$ cat src/rtl/line_sender.sv
// line_sender
// -----------------------------------------------------------------------------
// Sends a line of up to WORD_SIZE/DATA_WIDTH characters over an 8N1 UART
// transmitter. The controller presents the line and its byte count, then
// raises valid_data. Characters go out lowest byte first. Each character is
// framed as a start bit, DATA_WIDTH data bits LSB first, and a stop bit.
// Consecutive characters follow each other with no idle gap.
//
// A request is accepted only after valid_data has been seen low at least
// once. A controller that holds valid_data high therefore gets exactly one
// line. Requests with a byte count of zero are dropped. Counts larger than the
// word holds are clamped to the word's capacity.
//
// Ports
//   clk                 rising-edge clock
//   rst                 synchronous, active-high reset
//   send_data_register  line to transmit, byte 0 in [DATA_WIDTH-1:0]
//   size_line           number of bytes to transmit
//   valid_data          request strobe / level from the controller
//   busy_sender_data    high while a line is in flight
//   tx                  registered UART serial output, idle high
//   line_done           one-cycle pulse in the first idle cycle after a line
// -----------------------------------------------------------------------------
module line_sender #(
  parameter int WORD_SIZE    = 32,
  parameter int SIZE_WORD    = 3,
  parameter int DATA_WIDTH   = 8,
  parameter int CLKS_PER_BIT = 868
) (
  input  logic                 clk,
  input  logic                 rst,
  input  logic [WORD_SIZE-1:0] send_data_register,
  input  logic [SIZE_WORD-1:0] size_line,
  input  logic                 valid_data,
  output logic                 busy_sender_data,
  output logic                 tx,
  output logic                 line_done
);

  localparam int MAX_BYTES = WORD_SIZE / DATA_WIDTH;
  localparam int BAUD_W    = (CLKS_PER_BIT > 1) ? $clog2(CLKS_PER_BIT) : 1;
  localparam int BIT_W     = (DATA_WIDTH > 1) ? $clog2(DATA_WIDTH) : 1;

  localparam logic [BAUD_W-1:0]    BAUD_LAST = BAUD_W'(CLKS_PER_BIT - 1);
  localparam logic [BIT_W-1:0]     BIT_LAST  = BIT_W'(DATA_WIDTH - 1);
  localparam logic [SIZE_WORD-1:0] SIZE_MAX  = SIZE_WORD'(MAX_BYTES);

  typedef enum logic [1:0] {
    IDLE  = 2'd0,
    START = 2'd1,
    DATA  = 2'd2,
    STOP  = 2'd3
  } state_t;

  state_t                 state, state_next;
  logic                   tx_next;
  logic                   line_done_next;
  logic                   armed, armed_next;
  logic [BAUD_W-1:0]      baud_cnt, baud_next;
  logic [BIT_W-1:0]       bit_cnt, bit_next;
  logic [SIZE_WORD-1:0]   byte_cnt, byte_next;
  logic [WORD_SIZE-1:0]   line_reg, line_next;
  logic [SIZE_WORD-1:0]   size_reg, size_next;

  logic [DATA_WIDTH-1:0]  cur_byte;
  logic                   baud_end;
  int                     byte_base;

  assign busy_sender_data = (state != IDLE);

  // Select the character being sent and flag the last cycle of a bit period.
  // Every bit boundary restarts the baud counter, so its terminal value always
  // marks the end of the current bit.
  always_comb begin
    byte_base = int'(byte_cnt) * DATA_WIDTH;
    cur_byte  = line_reg[byte_base +: DATA_WIDTH];
    baud_end  = (baud_cnt == BAUD_LAST);
  end

  // Next-state logic. tx is computed one cycle ahead so the output itself is
  // a flop. The first bit of each character appears on the same edge as the
  // state change. armed is set by any low cycle of valid_data. This is true
  // even mid-line, so a controller can re-arm while a line is still in flight
  // and be accepted in the line_done cycle.
  always_comb begin
    state_next     = state;
    tx_next        = tx;
    line_done_next = 1'b0;
    armed_next     = armed;
    baud_next      = baud_cnt;
    bit_next       = bit_cnt;
    byte_next      = byte_cnt;
    line_next      = line_reg;
    size_next      = size_reg;

    if (!valid_data) begin
      armed_next = 1'b1;
    end

    case (state)
      IDLE: begin
        tx_next = 1'b1;
        if (valid_data && armed) begin
          // A zero-length request consumes the arm without sending anything.
          armed_next = 1'b0;
          if (size_line != '0) begin
            state_next = START;
            tx_next    = 1'b0;
            baud_next  = '0;
            bit_next   = '0;
            byte_next  = '0;
            line_next  = send_data_register;
            size_next  = (size_line > SIZE_MAX) ? SIZE_MAX : size_line;
          end
        end
      end

      START: begin
        if (baud_end) begin
          state_next = DATA;
          baud_next  = '0;
          bit_next   = '0;
          tx_next    = cur_byte[0];
        end else begin
          baud_next  = baud_cnt + 1'b1;
        end
      end

      DATA: begin
        if (baud_end) begin
          baud_next = '0;
          if (bit_cnt == BIT_LAST) begin
            state_next = STOP;
            tx_next    = 1'b1;
          end else begin
            bit_next   = bit_cnt + 1'b1;
            tx_next    = cur_byte[bit_next];
          end
        end else begin
          baud_next = baud_cnt + 1'b1;
        end
      end

      STOP: begin
        if (baud_end) begin
          baud_next = '0;
          if (byte_cnt < size_reg - 1'b1) begin
            state_next = START;
            byte_next  = byte_cnt + 1'b1;
            tx_next    = 1'b0;
          end else begin
            state_next     = IDLE;
            tx_next        = 1'b1;
            line_done_next = 1'b1;
          end
        end else begin
          baud_next = baud_cnt + 1'b1;
        end
      end

      default: begin
        state_next = IDLE;
        tx_next    = 1'b1;
      end
    endcase
  end

  // State and datapath registers. Reset abandons any frame in progress and
  // disarms the request logic. A level still held high after reset therefore
  // cannot start a line.
  always_ff @(posedge clk) begin
    if (rst) begin
      state     <= IDLE;
      tx        <= 1'b1;
      line_done <= 1'b0;
      armed     <= 1'b0;
      baud_cnt  <= '0;
      bit_cnt   <= '0;
      byte_cnt  <= '0;
      line_reg  <= '0;
      size_reg  <= '0;
    end else begin
      state     <= state_next;
      tx        <= tx_next;
      line_done <= line_done_next;
      armed     <= armed_next;
      baud_cnt  <= baud_next;
      bit_cnt   <= bit_next;
      byte_cnt  <= byte_next;
      line_reg  <= line_next;
      size_reg  <= size_next;
    end
  end

endmodule

$ cat config.mk
export PLATFORM = sky130hd
export DESIGN_NAME = line_sender
export DESIGN_NICKNAME = d
export VERILOG_FILES = /design/src/rtl/line_sender.sv
export SDC_FILE = /design/constraint.sdc
export NUM_CORES = 1
export LEC_CHECK = 0
export ABC_AREA = 0
export BUFFER_PORTS_ARGS = -buffer_cell sky130_fd_sc_hd__buf_2
export CAP_MARGIN = 20
export CORE_MARGIN = 2
export CORE_UTILIZATION = 55
export CTS_BUF_LIST = sky130_fd_sc_hd__clkbuf_4 sky130_fd_sc_hd__clkbuf_8
export DETAILED_ROUTE_END_ITERATION = 16
export HOLD_SLACK_MARGIN = 0.12
export PLACE_DENSITY = 0.87
export REMOVE_ABC_BUFFERS = 1
export SLEW_MARGIN = 20
export SYNTH_ARGS = -nofsm -noshare
export SYNTH_HDL_FRONTEND = slang
export SYNTH_SLANG_ARGS = --single-unit
$ cat constraint.sdc
create_clock -name clk -period 2.5 [get_ports clk]
set_input_delay 0.25 -clock clk [delete_from_list [all_inputs] [get_ports clk]]
set_output_delay 0.25 -clock clk [all_outputs]
set_load 0.01 [all_outputs]
======== Word-level counts from Yosys, hierarchy flattened ========
Cells that the tools add are included.
operators by class
  $add $sub $neg .......................... 4
  order comparisons ....................... 3
  equality and inequality tests ........... 13
  shifts and indexed selects .............. 1
  mux-type cells .......................... 35
  bitwise operators ....................... 2
  reduce and logical (&&, ||, !) cells .... 14
operator list
  cell                                                                   number
  32-bit by 7-bit indexed part select with 8-bit output                  1
  10-bit two-way mux                                                     3
  3-bit two-way mux                                                      8
  10-bit one-hot mux with 2 select lines                                 1
  2-bit inequality test (second input constant)                          8
  1-bit two-way mux                                                      12
  2-bit two-way mux                                                      6
  6-bit AND reduction                                                    2
  10-bit by 1-bit adder with 10-bit output (second input constant)       1
  10-bit == test (second input constant)                                 1
  3-bit one-hot mux with 3 select lines                                  1
  2-bit one-hot mux with 4 select lines                                  1
  3-bit by 1-bit adder with 3-bit output (second input constant)         2
  3-bit one-hot mux with 2 select lines                                  1
  3-bit AND reduction                                                    2
  3-bit nonzero test                                                     2
  3-bit OR reduction                                                     2
  5-bit AND reduction                                                    1
  2-bit == test (second input constant)                                  2
  3-bit by 4-bit < comparator with 1-bit output (second input constant)  1
  1-bit one-hot mux with 4 select lines                                  1
  2-bit nonzero test                                                     2
  1-bit binary-select mux with 3-bit select                              1
  3-bit == test (second input constant)                                  1
  other kinds (8)                                                        9
storage, ports and cells
  register bits after elaboration ......... 56
  input bits .............................. 38
  output and inout port bits .............. 3
  word-level logic and storage cells ...... 81

======== Logic depth before layout (Yosys ltp) ========
Gate-level depths: netlist of the first run.
  word-level depth ........................ 6
  mapped depth ............................ 9
  depth with buffers taken out ............ 9

======== Worst setup path after synthesis of the first run ========
No wires, ideal clock.
  path kind ............................... reg2reg
  start point ............................. reg bit_cnt[0]
  end point ............................... reg tx
  library setup time ...................... 134 ps
  arrival time ............................ 1872 ps
  setup slack ............................. 494 ps
  stages on the path, launching flop included .. 8
  path buffers ............................ 1
  period minus slack after synthesis ...... 2006 ps
  cell sequence ........................... dfxtp_1 > ha_1 > buf_2 > mux4_2 > mux2_2 > o221ai_1 > a41o_1 > a21oi_1
on the way
  cells in the longest elaborated chain, start to end .. 6
ends and longest elaborated chain
  element                                    RTL line  source
  from (decl)                                60        logic [BIT_W-1:0] bit_cnt, bit_next;
  from (signal assigned)                     188       bit_cnt <= bit_next;
  3-bit by 1-bit adder with 3-bit output     136       bit_next = bit_cnt + 1'b1;
  1-bit binary-select mux with 3-bit select  137       tx_next = cur_byte[bit_next];
  1-bit two-way mux (not written as such)    137
  1-bit two-way mux *                        132       if (bit_cnt == BIT_LAST) begin
  1-bit two-way mux *                        130       if (baud_end) begin
  1-bit one-hot mux with 4 select lines *    100       case (state)
  to (signal assigned)                       184       tx <= tx_next;
  to (decl)                                  36        output logic tx,
Every way passes the cells marked *; elsewhere a longest branch is shown, timed or not. The select of a mux whose other input is x is not followed.
A chain may end at the register's enable or synchronous reset.

======== Worst setup path after layout of the first run ========
Ends and elaborated chain as after synthesis.

==> reports/results.txt, run 1 <==
Outcome: finished, final reports clean
Vert. Die Dim: 75.2 um
Initial Util: 57.9%
First-pass GRT wire length: 10,000 um
CTS tree: built
PD cells: 668 mW/mm2
PostCTS Resize Cnt: 0
Avg Synthesized Cell Area: 8.25 um2
DRT iter0 DRCs: 149
Switch Pwr: 678 uW
Vias/cell: 5.56
CTS max path bufs: 2
Final setup margin: 0.188 ns
Post-CTS Hold Fix Bufs: 0
Largest net degree at the start of global routing: 39
Worst vdd ir: 0.000365 V
Top FF cell, synth: dfxtp_1
Postcts setup bufs: 0
Antenna diodes: 0
Port Buf Inserts: 40
RSZ-0062 raised after global routing: no
Top-area cell type share of the netlist area: 40.2%
Max-Cap Viols: 0
Dominant cell type by area after synthesis: dfxtp_1
Post-Synthesis Cells: 338
Sink Count: 56
Startpoint Class: flip-flop
Htree depth: 2
Required @ worst endpoint: 2.68 ns
Crit path capture type: flip-flop
Critical Path AT: 2.50 ns
Via Count: 2,431
Final WL: 5800 um
Share of power burned in registers: 50.4%
Hold Crit Class: primary input to flip-flop
Routability cong.: 0.953
Die area: 0.00566 mm2
FFs w/ async S/R, synth: 0%
Flops & latches, synth: 56
First-pass iteration count of the detailed router: 4
Clock root buffer: clkbuf_8
Clk slew on worst S/H paths: 0.10 ns
Final count of pins violating max slew: 0
Core area: 0.00482 mm2
Total CTS buffers: 5
Clk_lat worst skew: 0.30 ns
Internal cell power: 1400 uW
CP Max Fanout: 12
Fraction of layout cells with a size suffix above 1: 16.8%
Final hold vios: 0
Grt ovf: 0
All-Layer GR Usage: 22.4%
Synthesized area: 0.00279 mm2
Vias in the first global route: 2,364
# IOs: 41
Min Hold Slack: 0.149 ns
Setup WS pre-CTS: 0.195 ns
Residual DRC: 0
Max-slew headroom: 64.1%
Post-synthesis sequential area ratio: 40.2%
Antenna violations before repair: 0
Clock share of power: 24.2%
WL/cell: 13.3 um
Slew @ Worst Pin: 0.538 ns
Placed wire-length estimate: 4180 um
Final Cycle Share: 92.5%
Setup Skew: 0.0107 ns
# rows: 25
Core Util, Final: 64.7%
EDFF count, synth: 0
Die width: 75.2 um
Top post-synthesis cells by area: dfxtp_1 (40%), nand2_1 (11%), a21oi_1 (8.4%)
Max FFs per register: 32
P_leak: 0.00114 uW
Crit path kind: flip-flop to flip-flop
Commonest non-fill, non-tap cell in the layout: nand2_1
Cell variety after synth: 55
Commonest cells after routing, fill and taps aside: nand2_1 (79), dfxtp_1 (56), a21oi_1 (47)
Sw Ratio: 32.6%
Combinational share of power: 25.4%
Yosys warns: 0
Final setup fails: 0
P&R area growth vs syn: 11.8%
ANT nets after route: 0
Fin nets: 420
Final Critical Period: 2.31 ns
Peak Freq: 432 MHz
## cell families after synthesis
group           count (synthesis)  synth area share (%)
xor+xnor                       10                  3.14
flops                          56                  40.2
simple gates                  138                  22.9
buf+inv                        30                  4.49
mux                            14                  6.91
compound gates                 78                  17.0
fa+ha+maj                      12                  5.38
## worst paths after layout
check,cells after the start,endpoint,startpoint,slack (ns)
worst min-delay path,2,armed,valid_data,0.15
worst max register to register,6,tx,bit_cnt[0],0.19
worst min register to register,2,line_reg[27],line_reg[27],0.46
worst max-delay path,6,tx,bit_cnt[0],0.19
## critical path, cell delays in order, from the launching register on
cell	delay [ns]
dfxtp_1	0.42
ha_1	0.53
mux4_2	0.55
mux2_2	0.27
o221ai_1	0.16
a41o_1	0.19
a21oi_1	0.06
## through the flow
| stage | total power, uW | instance area [um2] | instances | setup TNS [ns] |
|---|---|---|---|---|
| 6_report | 2080 | 3120 | 437 | 0 |
| 5_1_grt | 2200 | 3120 | 437 | 0 |
| 4_1_cts | 2080 | 3120 | 437 | 0 |
| 3_5_place_dp | 1590 | 3030 | 430 | 0 |
| 3_3_place_gp | 1570 | 3030 | 430 | 0 |
| 2_1_floorplan | 1420 | 2700 | 318 | -0.0530 |
## synthesized netlist by cell type, drive strengths merged (4+ instances only)
cell type and instances:
dfxtp 56, o21ai 8, xor2 6, nor3b 4, nand4 5, ha 12
nor2 20, buf 9, a21oi 47, xnor2 4, nand2 79, nand3 8
mux2i 8, clkbuf 11, inv 10, mux4 4
## power by group through the flow
stage,clock network (uW),logic (uW),registers (uW)
after floorplan,0,369,1050
after global placement,0,509,1060
after detailed placement,0,527,1070
after CTS,508,530,1050
after global routing,538,598,1060
final,505,529,1050
## cell type report
class                      instances  area [um2]
fill                             427        1700
timing repair buffer              45         238
multi-input combinational        252        1550
tap                               67        83.8
inverter                          10        37.5
clock buffer                       6        82.6
sequential                        56        1120
clock inverter                     1        8.76
## per-layer routing
| layer | vias up | global-route usage [%] | wire [um] |
|---|---|---|---|
| met5 | - | 0 | 0 |
| met3 | 5 | 4.42 | 216 |
| met1 | 1142 | 27.1 | 2680 |
| met2 | 48 | 40.7 | 2850 |
| li1 | 1236 | - | - |
| met4 | 0 | 5.65 | 51 |
Power figures use the tool's default switching activity.
==> run 2: changes to the inputs <==
Settings changed: CORE_UTILIZATION 55 to 30, PLACE_DENSITY 0.87 to 0.57.
==> run 2 against run 1 <==
Worst setup slack gained 0.11 ns; sequential cell count did not move; critical path type unchanged; largest cell class unchanged; total power grew 1.2%; final area increased by 2.2%; critical endpoint unchanged; via count decreased by 1.5%; non-clock buffer count grew 2; register-to-register slack gained 0.11 ns.
==> reports/results.txt, run 2 (synthesis results as in run 1) <==
Post-CTS Hold Fix Bufs: 0
Clock share of power: 24.5%
P_leak: 0.00115 uW
Crit path kind: flip-flop to flip-flop
DRT iter0 DRCs: 98
Final Cycle Share: 87.9%
Final setup fails: 0
Clk_lat worst skew: 0.31 ns
Commonest cells after routing, fill and taps aside: nand2_1 (79), dfxtp_1 (56), a21oi_1 (47)
Peak per-stage delay on the critical path: 0.54 ns
Antenna violations before repair: 0
Final hold vios: 0
Finished Layout Cells: 484
CTS tree: built
Final count of pins violating max slew: 0
P&R area growth vs syn: 14.2%
RSZ-0062 raised after global routing: no
Setup Skew: 0.00808 ns
Vert. Die Dim: 100 um
Clock root buffer: clkbuf_8
Share of power burned in registers: 49.9%
Required @ worst endpoint: 2.69 ns
First-pass GRT wire length: 10,300 um
Startpoint Class: flip-flop
Combinational share of power: 25.7%
Die area: 0.0101 mm2
PostCTS Resize Cnt: 0
Hold Crit Class: primary input to flip-flop
Final WL: 6170 um
Switch Pwr: 723 uW
Max-Cap Viols: 0
Post-layout instance area: 0.00319 mm2
First-pass iteration count of the detailed router: 4
Sink Count: 56
Htree depth: 2
Vias/cell: 4.95
Inst Count DP: 476
# IOs: 41
Fraction of layout cells with a size suffix above 1: 17.4%
Outcome: finished, final reports clean
Clk slew on worst S/H paths: 0.11 ns
Postcts setup bufs: 0
WP buf/inv: 0
Crit path capture type: flip-flop
Routability cong.: 0.892
Residual DRC: 0
ANT nets after route: 0
Cell chain of the critical path: ha_1 > mux4_2 > mux2_2 > o221ai_1 > a41o_1 > a21oi_1
CTS max path bufs: 2
Max FFs per register: 32
Core area: 0.00911 mm2
DP Area: 0.00310 mm2
Slowest CP cell: mux4_2
Antenna diodes: 0
Final setup margin: 0.302 ns
Setup WS pre-CTS: 0.325 ns
All-Layer GR Usage: 12.6%
Fin nets: 422
Vias in the first global route: 2,251
Die width: 100 um
Peak Freq: 455 MHz
Commonest non-fill, non-tap cell in the layout: nand2_1
Sw Ratio: 34.3%
Grt ovf: 0
Internal cell power: 1380 uW
CP Max Fanout: 9
PD cells: 661 mW/mm2
Total CTS buffers: 5
Final Critical Period: 2.20 ns
Initial Util: 30.6%
Cell family with most CP delay: multiplexers
Via Count: 2,394
Port Buf Inserts: 40
Largest net degree at the start of global routing: 39
Slew @ Worst Pin: 0.552 ns
Critical Path AT: 2.38 ns
# rows: 35
Worst vdd ir: 0.000248 V
WL/cell: 12.8 um
Placed wire-length estimate: 4620 um
Max-slew headroom: 63.1%
Min Hold Slack: 0.144 ns
Number of fillers in the final layout: 994
==> run 2: metal layers <==
layer | share of wire, % | routed length [um] | track usage [%] | vias to the layer above
met5 | 0 | 0 | 0 | -
met4 | 1.2 | 71 | 3.79 | 0
met3 | 3.0 | 186 | 2.65 | 9
met2 | 49 | 3020 | 21.9 | 36
met1 | 47 | 2900 | 15.7 | 1111
li1 | - | - | - | 1238
==> run 2: power groups by stage <==
stage          logic, uW  registers, uW  clock network, uW
2_1_floorplan        369           1050                  0
3_3_place_gp         526           1070                  0
3_5_place_dp         541           1070                  0
4_1_cts              547           1050                530
5_1_grt              610           1060                562
6_report             540           1050                515
==> run 2: worst paths after layout <==
check | slack [ns] | cells past startpoint | endpoint | from
setup / recovery | 0.30 | 6 | tx | bit_cnt[0]
hold / removal | 0.14 | 2 | armed | valid_data
setup reg to reg | 0.30 | 6 | tx | bit_cnt[0]
hold reg to reg | 0.46 | 2 | line_reg[21] | line_reg[21]
==> run 2: final cells by class <==
type	instances	area, um2	area share (%)
multi-input combinational	252	1550	48.5
sequential	56	1120	35.2
timing repair buffer	47	253	7.93
tap	111	139	4.36
clock buffer	5	68.8	2.16
inverter	10	37.5	1.18
clock inverter	3	21.3	0.668
==> run 2: stage by stage <==
stage          power, uW  TNS [ns]  utilization (%)
4_1_cts             2130         0             35.0
5_1_grt             2240         0             35.0
3_5_place_dp        1610         0             34.0
2_1_floorplan       1420   -0.0530                -
3_3_place_gp        1600         0             34.0
6_report            2110         0             35.0
